==> src/rtl/tick_divider_pkg.sv <==
// Shared constants and types for the programmable tick divider.
// Latency: n/a (types and elaboration-time helpers only).
// Backpressure: n/a.
//
// Contents:
//   CNT_W_DEF / N_CH_DEF / DEF_DIV_DEF - default geometry and reset divisor
//   ch_idx_w()                          - width of a channel index for N channels
//   ch_flags_t                          - per-channel single-bit state record
//   ch_step_e                           - classification of what a channel does on an edge
package tick_divider_pkg;

    localparam int          CNT_W_DEF   = 28;
    localparam int          N_CH_DEF    = 4;
    localparam int unsigned DEF_DIV_DEF = 262144;
    localparam int          N_CH_MAX    = 16;

    // A single channel still needs a 1-bit index port.
    function automatic int ch_idx_w(input int n_ch);
        return (n_ch > 1) ? $clog2(n_ch) : 1;
    endfunction

    localparam int CH_W_DEF = ch_idx_w(N_CH_DEF);

    // Single-bit channel state kept together so it resets and updates as one record.
    typedef struct packed {
        logic pend_vld;   // a new divisor is waiting to be applied
        logic tick;       // registered one-cycle pulse
        logic wave;       // registered square wave
    } ch_flags_t;

    // What a channel does on a given edge, in priority order.
    typedef enum logic [2:0] {
        STEP_CLEAR = 3'd0,   // sync_clr: zero counter/wave, apply pending now
        STEP_STOP  = 3'd1,   // div==0: parked, pending applies regardless of en
        STEP_HOLD  = 3'd2,   // en low: freeze everything except tick
        STEP_COUNT = 3'd3,   // normal increment
        STEP_WRAP  = 3'd4    // last count of the period: tick, toggle, maybe reload
    } ch_step_e;

endpackage

==> src/rtl/tick_divider_ch.sv <==
// One divider channel: counter, active divisor, one-deep pending divisor, tick/wave regs.
// Latency: tick/wave registered, high the cycle after the wrap edge; a pending divisor lands on the next wrap.
// Backpressure: pend stays high from write acceptance until the divisor is applied; the top stalls writes meanwhile.
//
// Ports:
//   clk, rst_n      - clock, async active-low reset
//   en, sync_clr    - global count enable and synchronous clear
//   wr_vld, wr_div  - accepted divisor write for this channel
//   pend            - pending divisor outstanding
//   tick, wave      - channel outputs
module tick_divider_ch
    import tick_divider_pkg::*;
#(
    parameter int          CNT_W   = CNT_W_DEF,
    parameter int unsigned DEF_DIV = DEF_DIV_DEF
) (
    input  logic             clk,
    input  logic             rst_n,
    input  logic             en,
    input  logic             sync_clr,
    input  logic             wr_vld,
    input  logic [CNT_W-1:0] wr_div,
    output logic             pend,
    output logic             tick,
    output logic             wave
);

    logic [CNT_W-1:0] r_div;
    logic [CNT_W-1:0] r_cnt;
    logic [CNT_W-1:0] r_pend_div;
    ch_flags_t        r_flags;

    logic [CNT_W-1:0] w_nxt_div;
    logic [CNT_W-1:0] w_nxt_cnt;
    logic [CNT_W-1:0] w_nxt_pend_div;
    ch_flags_t        w_nxt_flags;
    ch_step_e         w_step;
    logic             w_last;
    logic             w_apply;
    logic             w_take_wr;

    // Only meaningful when r_div != 0; the STOP step masks the div==0 case.
    assign w_last = (r_cnt == (r_div - CNT_W'(1)));

    // sync_clr beats a stopped channel, which beats en, which beats wrap/count.
    always_comb begin
        if (sync_clr) begin
            w_step = STEP_CLEAR;
        end else if (r_div == '0) begin
            w_step = STEP_STOP;
        end else if (!en) begin
            w_step = STEP_HOLD;
        end else if (w_last) begin
            w_step = STEP_WRAP;
        end else begin
            w_step = STEP_COUNT;
        end
    end

    // The pending divisor is consumed only at a boundary where the period restarts.
    assign w_apply = r_flags.pend_vld &&
                     ((w_step == STEP_CLEAR) || (w_step == STEP_STOP) || (w_step == STEP_WRAP));

    // The top never issues a write while pend is high; the guard keeps the
    // channel self-consistent if that ever changes. Because acceptance needs
    // pend low, a write landing on a wrap edge is never consumed by that wrap.
    assign w_take_wr = wr_vld && !r_flags.pend_vld;

    always_comb begin
        w_nxt_div         = r_div;
        w_nxt_cnt         = r_cnt;
        w_nxt_pend_div    = r_pend_div;
        w_nxt_flags       = r_flags;
        w_nxt_flags.tick  = 1'b0;

        case (w_step)
            STEP_CLEAR: begin
                w_nxt_cnt        = '0;
                w_nxt_flags.wave = 1'b0;
            end
            STEP_STOP: begin
                w_nxt_cnt = '0;
            end
            STEP_HOLD: begin
                w_nxt_cnt = r_cnt;
            end
            STEP_COUNT: begin
                w_nxt_cnt = r_cnt + CNT_W'(1);
            end
            STEP_WRAP: begin
                w_nxt_cnt        = '0;
                w_nxt_flags.tick = 1'b1;
                w_nxt_flags.wave = ~r_flags.wave;
            end
            default: begin
                w_nxt_cnt = '0;
            end
        endcase

        if (w_apply) begin
            w_nxt_div            = r_pend_div;
            w_nxt_flags.pend_vld = 1'b0;
        end

        if (w_take_wr) begin
            w_nxt_pend_div       = wr_div;
            w_nxt_flags.pend_vld = 1'b1;
        end
    end

    always_ff @(posedge clk or negedge rst_n) begin
        if (!rst_n) begin
            r_div      <= CNT_W'(DEF_DIV);
            r_cnt      <= '0;
            r_pend_div <= '0;
            r_flags    <= '0;
        end else begin
            r_div      <= w_nxt_div;
            r_cnt      <= w_nxt_cnt;
            r_pend_div <= w_nxt_pend_div;
            r_flags    <= w_nxt_flags;
        end
    end

    assign pend = r_flags.pend_vld;
    assign tick = r_flags.tick;
    assign wave = r_flags.wave;

endmodule

==> src/rtl/tick_divider.sv <==
// Bank of N_CH programmable clock-enable dividers with per-channel tick pulse and square wave.
// Latency: tick/wave registered (one cycle after the wrap edge); divisor writes take effect at the channel's next wrap.
// Backpressure: cfg_ready drops while the addressed channel already holds a pending divisor; out-of-range writes are always accepted and dropped.
//
// Ports:
//   clk, rst_n                 - clock, async active-low reset
//   en                         - global count enable
//   sync_clr                   - synchronous clear of all counters and waves
//   cfg_valid/cfg_ready        - divisor write handshake
//   cfg_ch, cfg_div            - write target channel and divisor
//   tick[N_CH], wave[N_CH]     - per-channel outputs
module tick_divider
    import tick_divider_pkg::*;
#(
    parameter int          CNT_W   = CNT_W_DEF,
    parameter int          N_CH    = N_CH_DEF,
    parameter int unsigned DEF_DIV = DEF_DIV_DEF,
    // Widened by integrators that need to address beyond N_CH (such writes are dropped).
    parameter int          CH_W    = ch_idx_w(N_CH)
) (
    input  logic             clk,
    input  logic             rst_n,
    input  logic             en,
    input  logic             sync_clr,
    input  logic             cfg_valid,
    output logic             cfg_ready,
    input  logic [CH_W-1:0]  cfg_ch,
    input  logic [CNT_W-1:0] cfg_div,
    output logic [N_CH-1:0]  tick,
    output logic [N_CH-1:0]  wave
);

    logic [N_CH-1:0] w_pend;
    logic [N_CH-1:0] w_wr;
    logic            w_sel_pend;
    logic            w_accept;

    // Out-of-range indices match no channel, so they read as "not pending"
    // and the write is accepted with no target.
    always_comb begin
        w_sel_pend = 1'b0;
        for (int i = 0; i < N_CH; i++) begin
            if (cfg_ch == CH_W'(i)) begin
                w_sel_pend = w_pend[i];
            end
        end
    end

    assign cfg_ready = ~w_sel_pend;
    assign w_accept  = cfg_valid && cfg_ready;

    always_comb begin
        w_wr = '0;
        for (int i = 0; i < N_CH; i++) begin
            w_wr[i] = w_accept && (cfg_ch == CH_W'(i));
        end
    end

    for (genvar g = 0; g < N_CH; g++) begin : g_ch
        tick_divider_ch #(
            .CNT_W   (CNT_W),
            .DEF_DIV (DEF_DIV)
        ) u_ch (
            .clk      (clk),
            .rst_n    (rst_n),
            .en       (en),
            .sync_clr (sync_clr),
            .wr_vld   (w_wr[g]),
            .wr_div   (cfg_div),
            .pend     (w_pend[g]),
            .tick     (tick[g]),
            .wave     (wave[g])
        );
    end

endmodule

==> config.mk <==
export PLATFORM = sky130hd
export DESIGN_NAME = tick_divider
export DESIGN_NICKNAME = d
export VERILOG_FILES = /design/src/rtl/tick_divider_pkg.sv /design/src/rtl/tick_divider_ch.sv /design/src/rtl/tick_divider.sv
export SDC_FILE = /design/constraint.sdc
export NUM_CORES = 1
export LEC_CHECK = 0
export ABC_AREA = 1
export BUFFER_PORTS_ARGS = -buffer_cell sky130_fd_sc_hd__buf_4
export CAP_MARGIN = 40
export CELL_PAD_IN_SITES_DETAIL_PLACEMENT = 0
export CELL_PAD_IN_SITES_GLOBAL_PLACEMENT = 1
export CORE_MARGIN = 2
export CORE_UTILIZATION = 37
export CTS_CLUSTER_SIZE = 16
export DETAILED_ROUTE_END_ITERATION = 10
export PLACE_DENSITY = 0.66
export SLEW_MARGIN = 40
export SYNTH_ARGS = -nofsm -noshare
export SYNTH_HDL_FRONTEND = slang
export SYNTH_SLANG_ARGS = --single-unit
==> constraint.sdc <==
create_clock -name clk -period 2.6 [get_ports clk]
set_input_delay 0.26 -clock clk [delete_from_list [all_inputs] [get_ports clk]]
set_output_delay 0.26 -clock clk [all_outputs]
set_load 0.1 [all_outputs]
* Word level (Yosys, flattened, before mapping)
Index checks and enable logic that the tools add are counted. Widths: inputs -> output; s select.
Word-level totals: bits in registers 348, bits of input ports 35, output and inout port bits 9, word-level logic and storage cells 142
Operators by class: add/sub/neg operators 8, equality and inequality tests 23, multiplexer cells 40, bitwise operators 5, reduce and logical (&&, ||, !) cells 42
Operators with widths (count):
- $pmux 28 s2 | 4
- $add 28x1->28 const B | 4
- $eq 28x28->1 | 4
- $logic_not 28->1 | 4
- $sub 28x1->28 const B | 4
- $mux 3 | 16
- $eq 3x2->1 const B | 8
- $mux 1 | 16
- $reduce_bool 2->1 | 8
- $logic_and 1x1->1 | 13
- $eq 3x1->1 const B | 4
- $eq 3x3->1 const B | 4
- $logic_not 3->1 | 4
- $logic_or 1x1->1 | 8
- $pmux 1 s2 | 4
- $not 1->1 | 5
- $eq 2x2->1 const B | 2
- $logic_not 1->1 | 4
- $eq 2x1->1 const B | 1
- $logic_not 2->1 | 1

* Longest topological paths before layout
word-level depth 12, gate-level depth with buffers 20, depth with buffers taken out 19

* Hierarchy
Synthesis repeated with hierarchy kept, for this count alone.
Second synthesis, totals: cells, all modules 2779, area, all modules 22093.7 um^2
By module, submodules not included:
- tick_divider_ch at g_ch[0].u_ch ... | times used 3, cells an instance 682, area each 5506.5 um^2, seq. area each 2178.3 um^2
- tick_divider_ch at g_ch[3].u_ch | times used 1, cells an instance 716, area each 5494.0 um^2, seq. area each 2178.3 um^2
- tick_divider | times used 1, cells an instance 17, area each 80.1 um^2, seq. area each 0.0 um^2

* Worst setup path before layout
No wires, ideal clock.
kind register to register, from register g_ch[2].u_ch.r_div[0], to register g_ch[2].u_ch.r_div[8], library setup time 0.117 ns, arrival time 2.241 ns, required time 2.483 ns, path slack 0.243 ns, cell stages (with the launch flop) 19, buffers on the path 1, period minus slack after synthesis 2.357 ns, path through dfrtp_1 inv_1 ha_1 inv_1 nor2_1 nand3_1 nor2_2 nand2_1 xor2_1 nand3_1 nor2_1 nand2_1 nor2_1 nand3_1 nand2_2 nand2_2 buf_2 nand2_1 nand2_1
On the way: longest elaborated chain between the ends 10, elaborated cells on any way between the ends 13, classes of those cells 1 x add/sub; 3 x eq/ne; 4 x mux; 5 x reduce/logical
RTL lines:
- start, declared | RTL line tick_divider_ch.sv:28 | logic [CNT_W-1:0] r_div;
- start signal, assigned | RTL line tick_divider_ch.sv:113 | r_div <= CNT_W'(DEF_DIV);
- start signal, assigned | RTL line tick_divider_ch.sv:118 | r_div <= w_nxt_div;
- $sub 28x1->28 | RTL line tick_divider_ch.sv:43 | assign w_last = (r_cnt == (r_div - CNT_W'(1)));
- $eq 28x28->1 | RTL line tick_divider_ch.sv:43
- $mux 3 | RTL line tick_divider_ch.sv:53 | end else if (w_last) begin
- $mux 3 | RTL line tick_divider_ch.sv:51 | end else if (!en) begin
- $mux 3 * | RTL line tick_divider_ch.sv:49 | end else if (r_div == '0) begin
- $mux 3 * | RTL line tick_divider_ch.sv:47 | if (sync_clr) begin
- $eq 3x1->1 or $logic_not 3->1 (tied branches) | RTL line tick_divider_ch.sv:62 | ((w_step == STEP_CLEAR) || (w_step == STEP_STOP) || (w_step == STEP_WRAP));
- $logic_or 1x1->1 | RTL line tick_divider_ch.sv:62
- $logic_or 1x1->1 * | RTL line tick_divider_ch.sv:62
- $logic_and 1x1->1 * | RTL line tick_divider_ch.sv:61 | assign w_apply = r_flags.pend_vld &&
Every way passes the cells marked *; elsewhere a longest branch is shown, timed or not. A chain may end at the register's enable or synchronous reset.

* Worst setup path in the final report
from register g_ch[3].u_ch.r_div[1], to register g_ch[3].u_ch.r_div[0]
On the way: longest elaborated chain between the ends 10, elaborated cells on any way between the ends 13, classes of those cells 1 x add/sub; 3 x eq/ne; 4 x mux; 5 x reduce/logical
RTL lines (RTL line):
- start, declared | tick_divider_ch.sv:28
- start signal, assigned | tick_divider_ch.sv:113
- start signal, assigned | tick_divider_ch.sv:118
- $sub 28x1->28 | tick_divider_ch.sv:43
- $eq 28x28->1 | tick_divider_ch.sv:43
- $mux 3 | tick_divider_ch.sv:53
- $mux 3 | tick_divider_ch.sv:51
- $mux 3 * | tick_divider_ch.sv:49
- $mux 3 * | tick_divider_ch.sv:47
- $eq 3x1->1 or $logic_not 3->1 (tied branches) | tick_divider_ch.sv:62
- $logic_or 1x1->1 | tick_divider_ch.sv:62
- $logic_or 1x1->1 * | tick_divider_ch.sv:62
- $logic_and 1x1->1 * | tick_divider_ch.sv:61
Marks and branches as above.

==> reports/metrics.csv <==
stage,metric,value,unit
global_routing,first-pass GRT wire length,108000,um
clocking,Worst-Skew Late Latency,580,ps
placement,hpwl dp,51800,um
critical_path,Crit path largest cell delay,390,ps
route,initial DRC count,1656,
synth,top cell type's share of synthesized area,41.1,%
placement,Placer Congestion,0.922,
placement,DP Cell Count,3738,
route,Vias,19652,
global_routing,Top Usage Layer GRT,met2,
route,post-route ant nets,0,
global_routing,vias in the first global route,19114,
outcome,run status,completed,
clocking,clock buffer count from CTS,41,
critical_path,CP required,3110,ps
global_routing,GR met1 Demand/Resource,35.0,%
critical_path,Top delay family on crit path,simple AND/OR/NAND/NOR gates,
synth,Synth Area per Inst,7.29,um^2
sta,Final Skew,16.9,ps
clocking,Max H-tree Level,2,
synth,post-synth cell types,49,
global_routing,Total Routing Usage GR,23.3,%
synth,post-synthesis sequential area ratio,41.6,%
final_layout,filler cell count,5723,
route,vias per cell,5.08,
die,row count,87,
flow_run,Max-Cap Viols,0,
route,Residual DRC,0,
critical_path,worst path arrival time,3040,ps
synth,Post-synth top cells,"nand2_1, dfrtp_1, nor2_1, nand3_1, inv_1",
sta,final hold slack,83.5,ps
clocking,CTS max path bufs,3,
placement,I/O Buffers,43,
route,first drt pass iteration count,6,
critical_path,Buf/Inv on CP,3,
global_routing,met2 Track Usage GR,35.5,%
sta,min Tclk post-route,2530,ps
sta,Max-slew headroom,50.8,%
global_routing,largest net degree at the start of global routing,91,
critical_path,CP endpoint kind,flop,
sta,fmax,395,MHz
final_layout,layout cell share with drive strength beyond 1,20.9,%
critical_path,Worst setup SP type,flop,
global_routing,initial antenna violation count,2,
synth,Syn. warnings,0,
clocking,CTS tree,built,
synth,Post-synth EDFFs,0,
route,DR WL/cell,18.1,um
synth,post-synthesis async set-or-reset flop share,100,%
die,Die Y,242,um
clocking,CTS root buf,clkbuf_16,
hold_path,hold crit path type,primary input to flop,
synth,most common cell in the netlist,nand2_1,
synth,"Primary FF master, synth",dfrtp_1,
synth,"area leader, netlist",dfrtp_1,
sta,period utilization,97.5,%
global_routing,GRT met3 Usage,3.18,%
sta,Slew @ Worst Pin,731,ps
final_layout,Final Util,47.1,%
critical_path,CP Max Fanout,7,
final_layout,nets@finish,3122,
clocking,clock tree sinks,348,
die,starting density of the core,37.3,%
power,worst vdd ir,0.000564,V
critical_path,worst setup path category,flop to flop,
die,core region area,56200,um^2
sta,final setup vio count,0,
synth,Synth Instances,2871,
die,I/O pins,44,
sta,final-report max-slew violation count,0,
clocking,Worst-path clk slew,60,ps
global_routing,GR Overflow Total,0,
route,drt total wl,70100,um
final_layout,Final Non-Filler Cells,3870,
critical_path,Crit path top cell by count,nand2_1,
sta,RSZ-0062 raised after global routing,yes,
die,die area,58500,um^2
power,Pwr Density,986,nW/um^2
sta,Final Hold Fails,0,
power,Static Leak,0.0124,uW
final_layout,area grow syn2layout,26.3,%
synth,Yosys reg bits,348,
synth,Synth Net Count,2914,
critical_path,Slowest cell on crit path,dfrtp_1,
synth,"top cells by area, synth","dfrtp_1, nand2_1, xor2_1",
synth,Post-Syn Area,20900,um^2
die,Die W,242,um
critical_path,CP cell instances,inv_2 > ha_4 > inv_4 > nor2_4 > nand3_4 > nor2_4 > nand2_1 > nand2_1 > nand2_1 > nor2_1 > nand2_1 > nor2_1 > nand3_2 > nor2_4 > nand2_4 > nand2_8 > clkbuf_16 > nand3_2 > nand2_1,
==> worst paths after layout <==
check | depth (start not counted) | endpoint | from | slack, ps
max | 19 | g_ch[3].u_ch.r_div[0]$_DFFE_PN0P_ | g_ch[3].u_ch.r_div[1]$_DFFE_PN0P_ | 70
min | 3 | g_ch[3].u_ch.r_pend_div[24]$_DFFE_PN0P_ | cfg_div[24] | 80
max reg2reg | 19 | g_ch[3].u_ch.r_div[0]$_DFFE_PN0P_ | g_ch[3].u_ch.r_div[1]$_DFFE_PN0P_ | 70
min reg2reg | 2 | g_ch[1].u_ch.r_pend_div[0]$_DFFE_PN0P_ | g_ch[1].u_ch.r_pend_div[0]$_DFFE_PN0P_ | 480
max in group asynchronous | 4 | g_ch[1].u_ch.r_div[9]$_DFFE_PN0P_ | rst_n | 1410
min in group asynchronous | 2 | g_ch[2].u_ch.r_cnt[18]$_DFFE_PN0P_ | rst_n | 170
==> registers in the layout (all words and copies together) (netlist names) <==
name	flops
g_ch.u_ch.pend	4
g_ch.u_ch.r_cnt	112
g_ch.u_ch.r_div	112
g_ch.u_ch.r_pend_div	112
g_ch.u_ch.tick	4
g_ch.u_ch.wave	4
==> final cells by class <==
type	count	area, um^2	share of cell area (%)
Clock buffer	55	1200	4.54
Inverter	268	1010	3.82
Antenna cell	3	7.51	0.0284
Timing Repair Buffer	253	2330	8.80
Multi-Input combinational cell	2167	12000	45.4
Sequential cell	348	8740	33.0
Clock inverter	20	221	0.837
Tap cell	756	946	3.58
==> worst min-delay path, cell delays in order <==
cell	delay, ps
buf_4	100
inv_1	100
o21ai_0	160
==> report_power, final <==
group	internal, uW	switching [uW]	leakage [uW]
logic	4860	7190	0.00714
clock network	3650	2460	0.000698
registers	6530	1390	0.00455
==> placed cells by master (no fill, tap or decap), types with 63 or more instances in the layout <==
master | synthesis | routed
nand3_1 | 265 | 228
o21ai_0 | 162 | 156
inv_1 | 263 | 249
nor2_2 | 19 | 64
xor2_1 | 162 | 150
nand4_1 | 68 | 68
buf_4 | 18 | 211
nor2_1 | 327 | 244
nand2_1 | 861 | 786
nor3_1 | 67 | 63
nand2_2 | 8 | 67
dfrtp_1 | 344 | 321
==> metrics by stage <==
step	TNS, ps	power [uW]	cell area [um^2]	setup slack, ps
4_1_cts	-13.0	24100	24600	-13.0
3_5_place_dp	-10380	17700	23100	-154
3_3_place_gp	-8270	17700	23100	-127
5_1_grt	-3360	28000	26400	-81.5
6_report	0	26100	26500	65.1
2_1_floorplan	0	14100	20900	243
==> what timing repair did <==
item                                    4_1_cts  5_1_grt
endpoints found under the setup margin      113      227
resized for setup                            22      345
pin swaps                                     2       75
endpoints found under the hold margin        75        0
cloned                                        0       14
hold buffers                                  1        0
setup buffers                                 0       38
==> metal layers <==
layer | routed length (um) | up-vias | part of all wire [%]
met2 | 30400 | 467 | 43
met3 | 3890 | 78 | 5.6
met5 | 0 | - | 0
met4 | 1290 | 0 | 1.8
li1 | - | 9720 | -
met1 | 34500 | 9387 | 49
==> cells by family (layout without fill, tap and decap cells) <==
logic type | Yosys count | after routing | synth area share, %
xor gates and xnor gates | 215 | 215 | 9.19
AOI/OAI and AO/OA | 245 | 245 | 6.51
adders and majority gates | 8 | 8 | 0.478
other | 0 | 3 | 0
buffers and inverters | 362 | 596 | 7.16
DFF | 348 | 348 | 41.6
and+or+nand+nor | 1693 | 1699 | 35.0
No activity file was read; power rests on OpenSTA's default activity.
